[src/rtl/alu_issue_buffer_pkg.sv]
// Shared widths, op-codes, controller states and the entry record for the ALU issue buffer.
// The ALU_ISSUE_BYPASS_EN build uses the bypass helper defined here.
package alu_issue_buffer_pkg;

    localparam int DATA_WIDTH = 32;
    localparam int OP_WIDTH   = 6;
    localparam int REG_AW     = 5;

    localparam logic [OP_WIDTH-1:0] OP_ALU_NOP = 6'd0;
    localparam logic [OP_WIDTH-1:0] OP_ALU_ADD = 6'd1;
    localparam logic [OP_WIDTH-1:0] OP_ALU_SUB = 6'd2;

    typedef enum logic [1:0] {
        ST_EMPTY = 2'd0,
        ST_ONE   = 2'd1,
        ST_FULL  = 2'd2
    } state_t;

    typedef struct packed {
        logic [OP_WIDTH-1:0]   op;
        logic [DATA_WIDTH-1:0] a;
        logic [DATA_WIDTH-1:0] b;
        logic [REG_AW-1:0]     rd;
        logic [REG_AW-1:0]     rs1;
        logic [REG_AW-1:0]     rs2;
    } entry_t;

    // Late writeback forwarding; x0 is hard-wired zero and never forwarded.
    function automatic entry_t bypass(input entry_t e, input logic wb_en,
                                      input logic [REG_AW-1:0] wb_rd,
                                      input logic [DATA_WIDTH-1:0] wb_data);
        entry_t r;
        r = e;
        if (wb_en && (wb_rd != '0) && (wb_rd == e.rs1)) r.a = wb_data;
        if (wb_en && (wb_rd != '0) && (wb_rd == e.rs2)) r.b = wb_data;
        return r;
    endfunction

endpackage

[src/rtl/alu_issue_buffer_slot.sv]
// One issue-buffer entry: valid flag plus op/operand record, with load/clear.
// With ALU_ISSUE_BYPASS_EN defined, operands also capture matching writebacks.
module alu_issue_buffer_slot
    import alu_issue_buffer_pkg::*;
(
    input  logic                  i_clk,
    input  logic                  i_rst,
    input  logic                  i_load,
    input  logic                  i_clear,
    input  entry_t                i_data,
    input  logic                  i_wb_en,
    input  logic [REG_AW-1:0]     i_wb_rd,
    input  logic [DATA_WIDTH-1:0] i_wb_data,
    output logic                  o_valid,
    output entry_t                o_data
);

    logic   r_valid;
    entry_t r_data;
    entry_t w_next;

`ifdef ALU_ISSUE_BYPASS_EN
    // Forwarding applies both to the held entry and to the one being loaded.
    assign w_next = bypass(i_load ? i_data : r_data, i_wb_en, i_wb_rd, i_wb_data);
`else
    logic w_unused;
    assign w_unused = ^{i_wb_en, i_wb_rd, i_wb_data};
    assign w_next   = i_load ? i_data : r_data;
`endif

    always_ff @(posedge i_clk) begin
        if (i_rst) begin
            r_valid <= 1'b0;
            r_data  <= '0;
        end else begin
            if (i_clear) begin
                r_valid <= 1'b0;
            end else if (i_load) begin
                r_valid <= 1'b1;
            end
            r_data <= w_next;
        end
    end

    assign o_valid = r_valid;
    assign o_data  = r_data;

endmodule

[src/rtl/alu_issue_buffer.sv]
// Two-entry (main + skid) issue buffer in front of the ALU with registered o_ready.
// Optional operand forwarding from writeback is enabled by defining ALU_ISSUE_BYPASS_EN.
module alu_issue_buffer
    import alu_issue_buffer_pkg::*;
(
    input  logic                  i_clk,
    input  logic                  i_rst,
    input  logic                  i_flush,
    input  logic                  i_valid,
    output logic                  o_ready,
    input  logic [OP_WIDTH-1:0]   i_alu_op,
    input  logic [DATA_WIDTH-1:0] i_a,
    input  logic [DATA_WIDTH-1:0] i_b,
    input  logic [REG_AW-1:0]     i_rd,
    input  logic [REG_AW-1:0]     i_rs1,
    input  logic [REG_AW-1:0]     i_rs2,
    output logic                  o_valid,
    input  logic                  i_ready,
    output logic [OP_WIDTH-1:0]   o_alu_op,
    output logic [DATA_WIDTH-1:0] o_a,
    output logic [DATA_WIDTH-1:0] o_b,
    output logic [REG_AW-1:0]     o_rd,
    input  logic                  i_wb_en,
    input  logic [REG_AW-1:0]     i_wb_rd,
    input  logic [DATA_WIDTH-1:0] i_wb_data
);

    state_t r_state, w_state_nxt;
    logic   r_ready;

    entry_t w_in, w_main_in, w_main_data, w_skid_data;
    logic   w_main_valid, w_skid_valid;
    logic   w_push, w_pop;
    logic   w_main_load, w_main_clear, w_main_sel_skid;
    logic   w_skid_load, w_skid_clear;
    logic   w_unused;

    assign w_in      = '{op: i_alu_op, a: i_a, b: i_b, rd: i_rd, rs1: i_rs1, rs2: i_rs2};
    assign w_push    = i_valid & r_ready;
    assign w_pop     = w_main_valid & i_ready;
    assign w_main_in = w_main_sel_skid ? w_skid_data : w_in;

    always_comb begin
        w_state_nxt     = r_state;
        w_main_load     = 1'b0;
        w_main_clear    = 1'b0;
        w_main_sel_skid = 1'b0;
        w_skid_load     = 1'b0;
        w_skid_clear    = 1'b0;
        case (r_state)
            ST_EMPTY: begin
                if (w_push) begin
                    w_main_load = 1'b1;
                    w_state_nxt = ST_ONE;
                end
            end
            ST_ONE: begin
                if (w_push && w_pop) begin
                    w_main_load = 1'b1;
                end else if (w_push) begin
                    w_skid_load = 1'b1;
                    w_state_nxt = ST_FULL;
                end else if (w_pop) begin
                    w_main_clear = 1'b1;
                    w_state_nxt  = ST_EMPTY;
                end
            end
            ST_FULL: begin
                if (w_pop) begin
                    w_main_load     = 1'b1;
                    w_main_sel_skid = 1'b1;
                    w_skid_clear    = 1'b1;
                    w_state_nxt     = ST_ONE;
                end
            end
            default: w_state_nxt = ST_EMPTY;
        endcase
        // Flush drops everything, including a push arriving in the same cycle.
        if (i_flush) begin
            w_state_nxt  = ST_EMPTY;
            w_main_load  = 1'b0;
            w_skid_load  = 1'b0;
            w_main_clear = 1'b1;
            w_skid_clear = 1'b1;
        end
    end

    always_ff @(posedge i_clk) begin
        if (i_rst) begin
            r_state <= ST_EMPTY;
            r_ready <= 1'b1;
        end else begin
            r_state <= w_state_nxt;
            r_ready <= (w_state_nxt != ST_FULL);
        end
    end

    alu_issue_buffer_slot u_main (
        .i_clk     (i_clk),
        .i_rst     (i_rst),
        .i_load    (w_main_load),
        .i_clear   (w_main_clear),
        .i_data    (w_main_in),
        .i_wb_en   (i_wb_en),
        .i_wb_rd   (i_wb_rd),
        .i_wb_data (i_wb_data),
        .o_valid   (w_main_valid),
        .o_data    (w_main_data)
    );

    alu_issue_buffer_slot u_skid (
        .i_clk     (i_clk),
        .i_rst     (i_rst),
        .i_load    (w_skid_load),
        .i_clear   (w_skid_clear),
        .i_data    (w_in),
        .i_wb_en   (i_wb_en),
        .i_wb_rd   (i_wb_rd),
        .i_wb_data (i_wb_data),
        .o_valid   (w_skid_valid),
        .o_data    (w_skid_data)
    );

    assign w_unused = ^{w_main_data.rs1, w_main_data.rs2, w_skid_valid};

    assign o_ready  = r_ready;
    assign o_valid  = w_main_valid;
    assign o_alu_op = w_main_data.op;
    assign o_a      = w_main_data.a;
    assign o_b      = w_main_data.b;
    assign o_rd     = w_main_data.rd;

endmodule

[config.mk]
export PLATFORM = sky130hd
export DESIGN_NAME = alu_issue_buffer
export DESIGN_NICKNAME = d
export VERILOG_FILES = /design/src/rtl/alu_issue_buffer_pkg.sv /design/src/rtl/alu_issue_buffer_slot.sv /design/src/rtl/alu_issue_buffer.sv
export SDC_FILE = /design/constraint.sdc
export NUM_CORES = 1
export LEC_CHECK = 0
export BUFFER_PORTS_ARGS = -buffer_cell sky130_fd_sc_hd__buf_4
export CAP_MARGIN = 20
export CORE_UTILIZATION = 54
export DETAILED_ROUTE_END_ITERATION = 12
export GPL_TIMING_DRIVEN = 0
export PLACE_DENSITY = 0.95
export REMOVE_ABC_BUFFERS = 1
export SYNTH_ARGS = -nofsm -noshare
export SYNTH_HDL_FRONTEND = slang
export SYNTH_SLANG_ARGS = --single-unit
[constraint.sdc]
create_clock -name i_clk -period 4.21 [get_ports i_clk]
set_clock_uncertainty 0.05 [all_clocks]
set_input_delay 0.421 -clock i_clk [delete_from_list [all_inputs] [get_ports i_clk]]
set_output_delay 0.421 -clock i_clk [all_outputs]
set_load 0.005 [all_outputs]
# After elaboration in Yosys (flattened, before gate mapping)
# Cells that the tools add are included.
# Widths: inputs -> output; s select.
# totals
in_bits	128
ramBits	0
romBits	0
register_bits	164
latch_bits	0
mem_count	0
wordCells	42
out_inout_bits	77
# classes
n_lt_le_gt_ge	0
eq_ne	3
n_div	0
n_addsub	0
shifts	0
reduce_logical	3
bitwise	2
n_mul	0
muxes	21
# ops
op	count
$mux 85	1
$mux 1	12
$mux 2	6
$pmux 2 s3	1
$pmux 1 s3	1
$and 1x1->1	2
$eq 2x1->1 const B	1
$eq 2x2->1 const B	1
$logic_not 2->1	1
$ne 2x2->1 const B	1
$reduce_or 2->1	1
$logic_and 1x1->1	1

# Depth between registers and ports, before layout
# logic_depth
word_depth	7
ltp_mapped	7
ltp_nobuf	4

# By module
# A second synthesis with hierarchy kept.
# unflattened
hier_cells	670
area_unflattened_um2	7419.6
# modules_own_cells
mod	area_per_inst_um2	seq_area_each_um2	cells_each	n_inst
alu_issue_buffer_slot	3078.0	1721.7	278	2
alu_issue_buffer	1263.7	60.1	114	1

# Least setup slack after synthesis
# Ideal clock, no wire load.
# synth_timing
kind	input port to flip-flop
from	input i_ready
to	register u_skid.r_data (netlist bit u_skid.o_data[10])
t_arrival_ns	1.674
slack_ns	2.354
path_stages	7
setup_ns	0.132
required_ns	4.028
n_path_buf	3
cell_sequence	and2_0 clkbuf_1 or4_1 clkbuf_1 buf_2 nand2_1 a21oi_1
# synth_via
elab_chain_cells	5
# synth_rtl
item	line_no	text
start, declared	alu_issue_buffer.sv:18	input logic i_ready,
$and 1x1->1	alu_issue_buffer.sv:40	assign w_pop = w_main_valid & i_ready;
$logic_and 1x1->1	alu_issue_buffer.sv:58	if (w_push && w_pop) begin
$mux 1	alu_issue_buffer.sv:58	
$mux 1	alu_issue_buffer.sv:50	case (r_state)
$mux 1	alu_issue_buffer.sv:79	if (i_flush) begin
end signal, assigned	alu_issue_buffer_slot.sv:41	r_data <= w_next;
end, declared	alu_issue_buffer_slot.sv:19	entry_t r_data;
# No other way between the ends.
# A chain may end at the register's enable or synchronous reset.

# Worst setup path after layout
# layout_timing
from	register r_state[0]
to	register u_main.r_data (netlist bit u_main.o_data[24])
# layout_via
elab_chain_cells	3
word_cells_on_any_way	7
cone_classes	2 x eq/ne; 4 x mux; 1 x reduce/logical
# layout_rtl
item	line_no	text
start, declared	alu_issue_buffer.sv:28	state_t r_state, w_state_nxt;
start signal, assigned	alu_issue_buffer.sv:93	r_state <= w_state_nxt;
$eq 2x2->1 (tied with other cells)	alu_issue_buffer.sv:50	
$pmux 1 s3 or $mux 1 (tied branches)	alu_issue_buffer.sv:50	
$mux 1 or $mux 85 (tied branches)	alu_issue_buffer.sv:79, alu_issue_buffer.sv:41	
end signal, assigned	alu_issue_buffer_slot.sv:41	
end, declared	alu_issue_buffer_slot.sv:19	
# Several ways; a longest one is shown, not always the timed one.

==> metrics.txt <==
Num CTS Buffers 17; # hold bufs at CTS 0; CP required roughly 4.6 ns; clock-pin slew on the worst setup and hold paths 0.07 ns; worst hold path startpoint i_b[24]; crit share post-route about two thirds; Starting Density 55.6%; initial drt markers 383; CTS tree yes; Post-synth EDFFs 0; worst vdd ir 435 µV; antenna violations before repair 0; Post-DP HPWL 9890 µm; critical path capture point type flip-flop; most frequent cell after synthesis dfxtp_1; First-pass DRT Iterations 4; PwrDens 429 nW/µm²; Mapped Avg Cell Area 8.79 µm²; Die X 108 µm; Least-Margin Pin Slew 1.03 ns; post_cts resized 0; #FFs+latches synth 154; XOR/XNOR Fraction of Synth Area 0%; DRC viols 0; clock sinks 154; Setup TNS Final 0 ns; Area growth syn-to-layout 33.9%; Synth area leader dfxtp_1; hold path endpoint u_skid.o_data[39]$_SDFFE_PP0P_; Hold Fails Final Rpt 0; via/cell ratio 5.47; number of global-route vias before repair 5,088; # diodes 0; Place WS 1.43 ns; Die ar. around 12,000 µm²; Worst-Skew Late Latency 0.52 ns; worst r2r dst u_main.o_data[24]$_SDFFE_PP0P_; Overflow after GRT 0; max cap viols 0; Port Buf Inserts ~160; Post-Synthesis Cells slightly below 700; status complete, no violations; startpoint type of the worst setup path flip-flop; reg2reg start r_state[0]$_SDFF_PP0_; Chip Height around 110 µm; Peak Freq about 350 MHz; register area share after synthesis 51.1%; mux share of post-synthesis cell area around 12%; htree depth 4; Antenna Nets Post-Route 0; routed length per placed instance 15.5 µm; cells on worst reg2reg path 8; first-pass GRT wire length 24,000 µm; Post-CTS Repair Setup Buffers 0; compound-cell area share of the yosys netlist between 10% and 20%; crit path time final 2.89 ns; Net count, final 953; async set-or-reset flop fraction in the synthesized netlist 0%; GPL Wtd Cong approximately 0.72; Final Max Slew Viols 0; post-layout util 74.5%; RSZ-0062 raised after global routing false; site row count 38; largest family of logic cells by synthesized area compound AO/OA/AOI/OAI gates; post-synth top area share 51.1%; Top Ports 205; final-layout fill cell count 715; critical path startpoint r_state[0]$_SDFF_PP0_; core area 10,800 µm²; Simple-Gate Fraction of Synth Area 15.6%; P_leak 3.67 nW; clock root buffer master clkbuf_8; Yosys warnings 0; Post-Route WL 15,100 µm; top_reg_cell synth dfxtp_1; CP Class reg2reg; final cell count without fillers 978; final setup vio count 0; layout cells sized above 1 25.3%; pin count of the biggest net entering global routing 85; Inst Count DP around 950; synth unique cells 20; Final Total Pwr 3.47 mW; GRT Overall Usage 26.5%; vias 5,351; Hold WC Path Type in2reg; Max-slew headroom a little under a third; synth cell count leaders 154 x dfxtp_1, 153 x nand2_1, 79 x a21oi_1; synth top area cells dfxtp_1 51%, mux2i_1 12%, nand2_1 9.5%; Mapped Area ~6000 µm²; R2R setup slack about 1.3 ns; Adder-Cell Fraction of Synth Area 0%; Max Fanout on Critical Path 26; hold depth 3; CTS Buffer Depth 2; final worst slack 1.32 ns; Worst EP arrival 3.24 ns
## flip-flops by register name, summed over array words and instances (netlist names)
signal / count
o_ready: 1
r_state: 2
u_main.o_data: 75
u_main.o_valid: 1
u_skid.o_data: 75
## metrics by stage
step,cell area (µm²),hold WS (ns)
detailed placement,7470,0.396
global placement,7110,0.390
floorplan,5760,0.380
global route,8080,0.0825
CTS,8080,0.0801
finish,8080,0.0992
## how the worst max path moves through the flow
stage | to | slack [ns] | depth (start not counted)
floorplan | u_main.o_data[10]$_SDFFE_PP0P_ | -6.10 | 3
global placement | u_main.o_data[36]$_SDFFE_PP0P_ | -9.74 | 4
detailed placement | u_main.o_data[74]$_SDFFE_PP0P_ | 1.43 | 9
CTS | u_main.o_data[24]$_SDFFE_PP0P_ | 1.36 | 8
global route | u_main.o_data[24]$_SDFFE_PP0P_ | 1.20 | 8
finish | u_main.o_data[24]$_SDFFE_PP0P_ | 1.32 | 8
## routing by layer
layer | vias to the layer above | GRT usage [%] | share of wire, %
met5 | - | 0 | 0
met4 | 0 | 9.49 | 1.5
met3 | 25 | 7.57 | 6.6
met2 | 175 | 47.0 | 52
met1 | 2504 | 30.1 | 40
li1 | 2647 | - | -
## report_power, final
part           internal, mW  switching (mW)  total [mW]
Clock                 0.943           0.612        1.55
Combinational         0.184           0.170       0.353
Sequential             1.52          0.0375        1.56
Total                  2.65           0.819        3.47
## worst max-delay path: stages (launching register included)
cell	delay, ns
dfxtp_1	0.38
nand4b_1	0.23
buf_8	0.19
a221oi_4	0.86
buf_8	0.29
buf_8	0.19
buf_8	0.18
nor2_1	0.07
a211oi_1	0.29
## cells by family (layout without fill, tap and decap cells)
| group | count (synthesis) | in the layout |
|---|---|---|
| DFF | 154 | 154 |
| AOI/OAI and AO/OA | 156 | 156 |
| muxes | 75 | 75 |
| and+or+nand+nor | 241 | 241 |
| buffers and inverters | 60 | 212 |
## cell type report
class | instances | area (µm²) | area share (%)
clock buffers | 20 | 445 | 5.51
clock inverters | 12 | 163 | 2.01
multi-input cells | 472 | 2690 | 33.3
flip-flops and latches | 154 | 3080 | 38.2
inverters | 2 | 7.51 | 0.0929
well taps | 140 | 175 | 2.17
repair buffers | 178 | 1520 | 18.8
## layout by cell type, fill, tap and decap left out, drive strengths merged
master    count
nand4b        1
nand2       153
dfxtp       154
clkinvlp      2
nand3         2
clkbuf       20
nor4          2
clkinv        4
a211oi       75
nand3b        1
o21a          1
nor2         77
bufinv        3
a21oi        79
and2          1
a221oi        1
mux2i        75
inv           5
or4           2
and4b         1
buf         178
nor3          1
Note: power is estimated with default switching activity, not from simulation.
